**src/rtl/clk_div_bank.sv**
```systemverilog
// Bank of independent programmable clock dividers with shadowed configuration
// that is applied only at a period boundary, so the divided outputs never glitch.
module clk_div_bank #(
  parameter int unsigned NCH   = 4,
  parameter int unsigned WIDTH = 8,
  localparam int unsigned CHW  = (NCH > 1) ? $clog2(NCH) : 1
) (
  input  logic             clk,
  input  logic             reset,
  input  logic             cfg_we,
  input  logic [CHW-1:0]   cfg_ch,
  input  logic [WIDTH-1:0] cfg_div,
  input  logic             cfg_en,
  input  logic             sync_restart,
  output logic [NCH-1:0]   tick,
  output logic [NCH-1:0]   div_out,
  output logic [NCH-1:0]   pending
);

  for (genvar g = 0; g < NCH; g++) begin : g_ch
    logic [WIDTH-1:0] div_q, div_d, cnt_q, cnt_d, pdiv_q, pdiv_d, half_c;
    logic             en_q, en_d, pen_q, pen_d, pend_q, pend_d;
    logic             tick_q, tick_d, dout_q, dout_d;
    logic             hit_c, active_c, running_c, wrap_c;

    // Out-of-range channel numbers match no channel, so such writes are dropped.
    assign hit_c     = cfg_we && (cfg_ch == CHW'(g));
    assign active_c  = en_q && (div_q != '0);
    assign running_c = en_q && (div_q > WIDTH'(1));
    assign wrap_c    = active_c && (cnt_q == div_q - WIDTH'(1));
    assign half_c    = (div_d >> 1) + WIDTH'(div_d[0]);

    always_comb begin
      div_d  = div_q;
      en_d   = en_q;
      cnt_d  = cnt_q;
      pdiv_d = pdiv_q;
      pen_d  = pen_q;
      pend_d = pend_q;
      tick_d = 1'b0;
      if (sync_restart) begin
        cnt_d  = '0;
        pend_d = 1'b0;
        if (hit_c) begin
          div_d = cfg_div;
          en_d  = cfg_en;
        end else if (pend_q) begin
          div_d = pdiv_q;
          en_d  = pen_q;
        end
      end else if (hit_c && !running_c) begin
        // Idle or divide-by-one channels take the new setting at once.
        div_d  = cfg_div;
        en_d   = cfg_en;
        cnt_d  = '0;
        pend_d = 1'b0;
      end else if (wrap_c) begin
        tick_d = 1'b1;
        cnt_d  = '0;
        pend_d = 1'b0;
        if (hit_c) begin
          div_d = cfg_div;
          en_d  = cfg_en;
        end else if (pend_q) begin
          div_d = pdiv_q;
          en_d  = pen_q;
        end
      end else begin
        cnt_d = running_c ? cnt_q + WIDTH'(1) : '0;
        if (hit_c) begin
          pdiv_d = cfg_div;
          pen_d  = cfg_en;
          pend_d = 1'b1;
        end
      end
      // Output follows the next counter value so it is aligned with the phase.
      dout_d = en_d && (div_d > WIDTH'(1)) && (cnt_d < half_c);
    end

    always_ff @(posedge clk) begin
      if (reset) begin
        div_q  <= '0;
        en_q   <= 1'b0;
        cnt_q  <= '0;
        pdiv_q <= '0;
        pen_q  <= 1'b0;
        pend_q <= 1'b0;
        tick_q <= 1'b0;
        dout_q <= 1'b0;
      end else begin
        div_q  <= div_d;
        en_q   <= en_d;
        cnt_q  <= cnt_d;
        pdiv_q <= pdiv_d;
        pen_q  <= pen_d;
        pend_q <= pend_d;
        tick_q <= tick_d;
        dout_q <= dout_d;
      end
    end

    assign tick[g]    = tick_q;
    assign div_out[g] = dout_q;
    assign pending[g] = pend_q;
  end

endmodule

```
**config.mk**
```make
export PLATFORM = sky130hd
export DESIGN_NAME = clk_div_bank
export DESIGN_NICKNAME = d
export VERILOG_FILES = /design/src/rtl/clk_div_bank.sv
export SDC_FILE = /design/constraint.sdc
export NUM_CORES = 1
export LEC_CHECK = 0
export ABC_AREA = 1
export CAP_MARGIN = 20
export CORE_MARGIN = 1
export CORE_UTILIZATION = 55
export CTS_BUF_LIST = sky130_fd_sc_hd__clkbuf_16
export CTS_CLUSTER_SIZE = 25
export DETAILED_ROUTE_END_ITERATION = 8
export PLACE_DENSITY = 0.74
export SYNTH_ARGS = -nofsm -noshare
export SYNTH_HDL_FRONTEND = slang
export SYNTH_SLANG_ARGS = --single-unit
```
**constraint.sdc**
```tcl
create_clock -name clk -period 9.6 [get_ports clk]
set_input_delay 1.92 -clock clk [delete_from_list [all_inputs] [get_ports clk]]
set_output_delay 1.92 -clock clk [all_outputs]
set_load 0.1 [all_outputs]
```
==> flow_metrics.py, run 1 <==
metrics = {
    "worst_hold_path": {
        "holdCritPathClass": "register to register",
        "worstHoldStart": "g_ch[2].pdiv_q[3]",
    },
    "worst_setup_path": {
        "cp-end-kind": "register",
        "cp_data_arrival_time_ns": 5.98,
        "worst_setup_path_startpoint": "sync_restart",
        "worstReg2RegStart": "g_ch[2].div_q[0]",
        "worst_ep_required_time_ns": 9.97,
        "timing.critical_path.fanout_max": 46,
        "worstSetupPathType": "primary input to register",
        "worstSetupStartpointType": "primary input",
    },
    "sta": {
        "setup-tns-final_ns": 0,
        "finalHoldViolations": 0,
        "unrepaired_setup_endpoints_after_global_routing": "no",
        "share_of_the_clock_period_used_by_the_worst_path_after_layout": 0.585,
        "timing.max_slew.rel_slack": 0.341,
        "period_needed_ns": 5.61,
        "final-setup-viol-count": 0,
        "timing.fmax_mhz": 178,
        "timing_max_transition_violations_final": 0,
        "worstMarginPinSlew_ns": 0.986,
        "timing.clock.skew_ns": 0.00982,
    },
    "clocking": {
        "cts.reportedPaths.clkPinSlew_ns": 0.05,
        "cts_num_sinks": 116,
        "post-cts-setup-buffers": 0,
        "clk_path_buf_depth": 2,
        "h_tree_level_count": 4,
        "cts_hold_repair.buffers": 0,
        "cts_resized": 0,
        "cts_tree": "done",
        "root_buffer": "sky130_fd_sc_hd__clkbuf_16",
        "cts_buffers": 17,
        "worstSkewPairLatency_ns": 0.43,
    },
    "drt": {
        "routed_via_density": 5.46,
        "wl_per_cell_um": 14.5,
        "wirelength_mm": 23.2,
        "num_vias": 8727,
        "route.detailed.drc": 0,
        "detailedRoute.firstIterationViolations": 789,
        "drtAntennaViolNets": 0,
        "drt_pass1_iterations": 6,
    },
    "yosys": {
        "async_sr_flop_fraction": 0,
        "distinct_cells_synth": 50,
        "synth_enable_flop_cells": 0,
        "synthesis.area_sq_mm": 0.00897,
        "synth_cells": 1392,
        "synth_sequential_area_ratio": 0.259,
        "postSynth.topFlopCell": "sky130_fd_sc_hd__dfxtp_1",
        "synth_fp_nets": 1459,
        "postSynthRegisterBits": 116,
        "postSynthAreaPerCell_sq_um": 6.44,
        "ys_warnings": 0,
    },
    "placement": {
        "dpl.cell_count": 1566,
        "port_buffers": 26,
        "gp_congestion": 0.915,
        "dp.final_hpwl_mm": 16.3,
    },
    "die": {
        "start_util": 0.565,
        "top_level_ports": 27,
        "floorplan.die.width_um": 130,
        "placeableCoreArea_sq_mm": 0.0159,
        "placementRows": 46,
        "chipHeight_um": 130,
        "die_area_sq_mm": 0.0168,
    },
    "finish": {
        "syn2layout_area_growth_pct": 8.65,
        "diodes": 0,
        "final_layout_size_suffix_gt1_frac": 0.0775,
        "finish.net_count": 1436,
        "fin_cells": 1597,
    },
    "run_status": {
        "status": "finished clean",
    },
    "grt": {
        "number_of_antenna_violations_at_the_first_check_in_global_routing": 0,
        "grt_pass1_wl_mm": 38.5,
        "grt_start_max_net_pins": 79,
        "grt_overflow": 0,
        "first_global_vias": 7912,
        "global_route.usage.total": 0.292,
    },
    "pwr": {
        "ir_worst_vdd_v": 0.000137,
        "static-leakage-power_nw": 4.28,
        "pwr_density_cell_mw_per_mm2": 155,
    },
    "run": {
        "max-cap-violations": 0,
    },
}
[worst max-delay path, cell delays in order]
cell                              delay [ns]
sky130_fd_sc_hd__clkdlybuf4s50_1        1.12
sky130_fd_sc_hd__inv_2                  0.60
sky130_fd_sc_hd__nand2_4                0.36
sky130_fd_sc_hd__nor2_1                 0.07
sky130_fd_sc_hd__a21oi_1                0.15
sky130_fd_sc_hd__nand2_1                0.16
sky130_fd_sc_hd__inv_1                  0.12
sky130_fd_sc_hd__ha_1                   0.19
sky130_fd_sc_hd__nand3_1                0.11
sky130_fd_sc_hd__nor2_2                 0.15
sky130_fd_sc_hd__nand4_1                0.13
sky130_fd_sc_hd__inv_1                  0.07
sky130_fd_sc_hd__nand2_1                0.05
sky130_fd_sc_hd__ha_1                   0.28
sky130_fd_sc_hd__a21oi_1                0.14
sky130_fd_sc_hd__o21ai_0                0.09
sky130_fd_sc_hd__nor2_1                 0.11
sky130_fd_sc_hd__nand2_1                0.06
sky130_fd_sc_hd__nor2_1                 0.07
[state kept, by name (all words and copies together) (netlist names)]
signal,flops
g_ch.tick_q,4
g_ch.pdiv_q,32
g_ch.div_q,32
g_ch.en_q,4
g_ch.cnt_q,32
g_ch.pend_q,4
g_ch.pen_q,4
g_ch.dout_q,4
[per-layer routing]
| layer | global-route usage | up-vias | part of all wire |
|---|---|---|---|
| met5 | 0 | - | 0 |
| met4 | 0.0964 | 0 | 0.020 |
| met3 | 0.0549 | 42 | 0.064 |
| met2 | 0.480 | 285 | 0.46 |
| met1 | 0.386 | 3957 | 0.45 |
| li1 | - | 4443 | - |
[synthesized netlist by cell type, types with 4 or more instances]
master	instances	area, sq um
sky130_fd_sc_hd__nand3b_1	9	67.6
sky130_fd_sc_hd__inv_1	152	571
sky130_fd_sc_hd__inv_2	17	63.8
sky130_fd_sc_hd__o211ai_1	38	285
sky130_fd_sc_hd__nor2_4	6	67.6
sky130_fd_sc_hd__or2_2	5	31.3
sky130_fd_sc_hd__a21oi_1	64	320
sky130_fd_sc_hd__nor3_1	40	200
sky130_fd_sc_hd__ha_1	52	651
sky130_fd_sc_hd__nand2_2	19	119
sky130_fd_sc_hd__nand4_1	12	75.1
sky130_fd_sc_hd__nand2_1	315	1180
sky130_fd_sc_hd__nand3_2	5	50.1
sky130_fd_sc_hd__nor2_2	9	56.3
sky130_fd_sc_hd__nor3_4	4	65.1
sky130_fd_sc_hd__dfxtp_1	116	2320
sky130_fd_sc_hd__o21ai_1	15	75.1
sky130_fd_sc_hd__buf_4	14	105
sky130_fd_sc_hd__xnor2_1	13	114
sky130_fd_sc_hd__buf_2	13	65.1
sky130_fd_sc_hd__nand3_1	100	500
sky130_fd_sc_hd__clkbuf_1	35	131
sky130_fd_sc_hd__xor2_1	58	508
sky130_fd_sc_hd__nor2_1	162	608
sky130_fd_sc_hd__o21ai_0	82	410
[layout make-up]
class	count	area [sq um]
Inverter	171	644
Multi-Input combinational cell	1036	5650
Clock buffer	17	425
Clock inverter	14	170
Tap cell	216	270
Sequential cell	116	2320
Timing Repair Buffer	27	263
Fill cell	1546	6140
[through the flow]
step / hold WS, ns / utilization / setup slack [ns] / instance area, sq um / total power [mW]
floorplan: 0.424 / - / 5.07 / 8970 / 0.779
global placement: 0.434 / 0.576 / 3.88 / 9150 / 0.842
detailed placement: 0.439 / 0.576 / 3.72 / 9150 / 0.847
CTS: 0.448 / 0.613 / 4.14 / 9740 / 1.51
global route: 0.472 / 0.613 / 3.76 / 9740 / 1.58
finish: 0.447 / 0.613 / 3.99 / 9740 / 1.51
[path summary, 6_finish.rpt]
| check | to | slack (ns) | cells past startpoint |
|---|---|---|---|
| max | g_ch[0].dout_q | 3.99 | 19 |
| min | g_ch[2].pdiv_q[3] | 0.45 | 2 |
| max reg2reg | g_ch[2].dout_q | 5.45 | 21 |
| min reg2reg | g_ch[2].pdiv_q[3] | 0.45 | 2 |
[power breakdown]
part           switching, mW  total [mW]  internal (mW)
Combinational          0.220       0.327          0.107
Clock                  0.237       0.663          0.426
Sequential            0.0198       0.517          0.497
Total                  0.476        1.51           1.03
[layout by cell type, fill, tap and decap left out, drive strengths merged, types with 2 or more instances in the layout]
master / netlist / routed
o21bai: 3 / 3
ha: 52 / 52
bufinv: 0 / 4
o21ai: 100 / 100
buf: 32 / 2
nand3: 105 / 105
or2: 6 / 6
xor2: 58 / 58
o211ai: 38 / 38
nor3: 46 / 46
xnor2: 13 / 13
a21oi: 68 / 68
nand3b: 9 / 9
dfxtp: 116 / 116
nand2: 335 / 335
clkbuf: 37 / 17
clkdlybuf4s50: 0 / 25
inv: 170 / 172
o2111a: 2 / 2
nand4: 12 / 12
o21a: 3 / 3
clkinv: 1 / 8
nor2: 177 / 177
a21boi: 2 / 2
[cells by family after synthesis]
family / share of synthesized area
and+or+nand+nor: 0.343
AOI/OAI and AO/OA: 0.145
adders and majority gates: 0.0725
buffers and inverters: 0.111
xor gates and xnor gates: 0.0693
DFF: 0.259
No activity file was read; power rests on OpenSTA's default activity.
==> inputs of run 2 (changes only) <==
- clock period: 9.6 -> 5.8 ns (I/O delays scaled with it)
==> run 2 against run 1 <==
Net effect: die area did not move; sequential power rose by 66%; total power rose by 62%; clock power rose by 58%; register-to-register slack got worse by 3.8 ns; critical path type unchanged.
==> flow_metrics.py, run 2 (synthesized netlist as in run 1, its figures left out) <==
metrics = {
    "run_status": {
        "status": "finished clean",
    },
    "pwr": {
        "pwr_density_cell_mw_per_mm2": 251,
        "total_power_mw": 2.45,
        "ir_worst_vdd_v": 0.000242,
        "static-leakage-power_nw": 4.26,
    },
    "die": {
        "placeableCoreArea_sq_mm": 0.0159,
        "die_area_sq_mm": 0.0168,
        "top_level_ports": 27,
        "floorplan.die.width_um": 130,
        "start_util": 0.565,
        "placementRows": 46,
        "chipHeight_um": 130,
    },
    "grt": {
        "grt_pass1_wl_mm": 38.4,
        "number_of_antenna_violations_at_the_first_check_in_global_routing": 0,
        "grt_start_max_net_pins": 78,
        "first_global_vias": 7781,
        "grt_overflow": 0,
        "global_route.usage.total": 0.291,
    },
    "sta": {
        "finalHoldViolations": 0,
        "period_needed_ns": 4.51,
        "setup-tns-final_ns": 0,
        "timing.clock.skew_ns": 0.00743,
        "share_of_the_clock_period_used_by_the_worst_path_after_layout": 0.777,
        "timing.fmax_mhz": 222,
        "unrepaired_setup_endpoints_after_global_routing": "no",
        "final-setup-viol-count": 0,
        "timing.max_slew.rel_slack": 0.348,
        "worstMarginPinSlew_ns": 0.975,
        "timing_max_transition_violations_final": 0,
    },
    "drt": {
        "wirelength_mm": 23.4,
        "routed_via_density": 5.39,
        "wl_per_cell_um": 14.6,
        "drtAntennaViolNets": 0,
        "detailedRoute.firstIterationViolations": 955,
        "drt_pass1_iterations": 6,
        "num_vias": 8625,
        "route.detailed.drc": 0,
    },
    "worst_setup_path": {
        "worstSetupStartpointType": "primary input",
        "rrSetupSlack_ns": 1.66,
        "worst_ep_required_time_ns": 6.17,
        "worstReg2RegStart": "g_ch[2].div_q[0]",
        "cp_data_arrival_time_ns": 4.88,
        "worstSetupPathType": "primary input to register",
        "timing.critical_path.fanout_max": 16,
        "cp-end-kind": "register",
        "timing.rr.end": "g_ch[2].dout_q",
        "worst_setup_path_startpoint": "cfg_ch[1]",
        "cell_count_of_the_worst_reg_to_reg_path": 21,
    },
    "clocking": {
        "cts_resized": 0,
        "worstSkewPairLatency_ns": 0.43,
        "cts_buffers": 17,
        "cts.reportedPaths.clkPinSlew_ns": 0.06,
        "clk_path_buf_depth": 2,
        "post-cts-setup-buffers": 0,
        "root_buffer": "sky130_fd_sc_hd__clkbuf_16",
        "cts_hold_repair.buffers": 0,
        "h_tree_level_count": 4,
        "cts_num_sinks": 116,
        "cts_tree": "done",
    },
    "finish": {
        "commonest_non_fill_non_tap_cells_in_the_layout": "315 x sky130_fd_sc_hd__nand2_1, 162 x sky130_fd_sc_hd__nor2_1, 152 x sky130_fd_sc_hd__inv_1",
        "finish.net_count": 1438,
        "syn2layout_area_growth_pct": 8.69,
        "reg.largest.list": "g_ch.cnt_q x32, g_ch.div_q x32, g_ch.pdiv_q x32",
        "diodes": 0,
        "layout.cells.most_common": "sky130_fd_sc_hd__nand2_1",
        "final_layout_size_suffix_gt1_frac": 0.0824,
    },
    "placement": {
        "dp.final_hpwl_mm": 16.6,
        "port_buffers": 26,
        "gp_congestion": 0.948,
    },
    "run": {
        "max-cap-violations": 0,
    },
    "worst_hold_path": {
        "holdPathStages": 2,
        "worst_hold_endpoint": "g_ch[1].pdiv_q[0]",
        "holdCritPathClass": "register to register",
        "worstHoldStart": "g_ch[1].pdiv_q[0]",
    },
}
## run 2: metal layers
layer | routed length [um] | up-vias | global-route usage
li1 | - | 4455 | -
met1 | 10700 | 3810 | 0.386
met2 | 10800 | 304 | 0.480
met3 | 1380 | 56 | 0.0439
met4 | 564 | 0 | 0.104
met5 | 0 | - | 0
## run 2: how the worst max path moves through the flow
stage | end | slack, ns | cells after the start
2_1_floorplan | g_ch[3].dout_q | 2.03 | 21
6_report | g_ch[3].dout_q | 1.29 | 21
3_5_place_dp | g_ch[3].dout_q | 0.99 | 21
3_3_place_gp | g_ch[3].dout_q | 1.08 | 21
5_1_grt | g_ch[3].dout_q | 0.84 | 21
4_1_cts | g_ch[3].dout_q | 1.38 | 21
## run 2: cell type report
type                       instances  area (sq um)
clock inverter                    15           159
sequential                       116          2320
multi-input combinational       1036          5650
inverter                         171           644
fill                            1508          6140
tap                              216           270
clock buffer                      17           425
timing repair buffer              29           278
## run 2: power breakdown
| group | switching [mW] | leakage, nW | total, mW | internal (mW) |
|---|---|---|---|---|
| combinational | 0.362 | 3.05 | 0.540 | 0.178 |
| clock | 0.417 | 0.270 | 1.05 | 0.633 |
| sequential | 0.0333 | 0.942 | 0.856 | 0.823 |
## run 2: metrics by stage
stage	instance area [sq um]	instances	setup slack (ns)	hold WS, ns	util
2_1_floorplan	8970	1392	2.03	0.424	-
3_3_place_gp	9160	1568	1.08	0.435	0.577
3_5_place_dp	9160	1568	0.991	0.437	0.577
4_1_cts	9750	1600	1.38	0.446	0.614
5_1_grt	9750	1600	0.843	0.473	0.614
6_report	9750	1600	1.29	0.444	0.614
## run 2: critical path, cell delays in order
cell	delay, ns
sky130_fd_sc_hd__clkdlybuf4s50_1	0.60
sky130_fd_sc_hd__inv_2	0.10
sky130_fd_sc_hd__nor3_4	0.51
sky130_fd_sc_hd__inv_2	0.21
sky130_fd_sc_hd__o211ai_1	0.15
sky130_fd_sc_hd__o21ai_0	0.17
sky130_fd_sc_hd__o21ai_1	0.20
sky130_fd_sc_hd__o221ai_1	0.13
sky130_fd_sc_hd__nand2_1	0.20
sky130_fd_sc_hd__ha_1	0.20
sky130_fd_sc_hd__nand2_1	0.07
sky130_fd_sc_hd__nor2_2	0.16
sky130_fd_sc_hd__nand3_1	0.11
sky130_fd_sc_hd__nand2_1	0.07
sky130_fd_sc_hd__nand2_1	0.06
sky130_fd_sc_hd__ha_1	0.30
sky130_fd_sc_hd__a21oi_1	0.15
sky130_fd_sc_hd__o21ai_0	0.08
sky130_fd_sc_hd__nor2_1	0.10
sky130_fd_sc_hd__nand2_1	0.07
sky130_fd_sc_hd__nor2_1	0.07
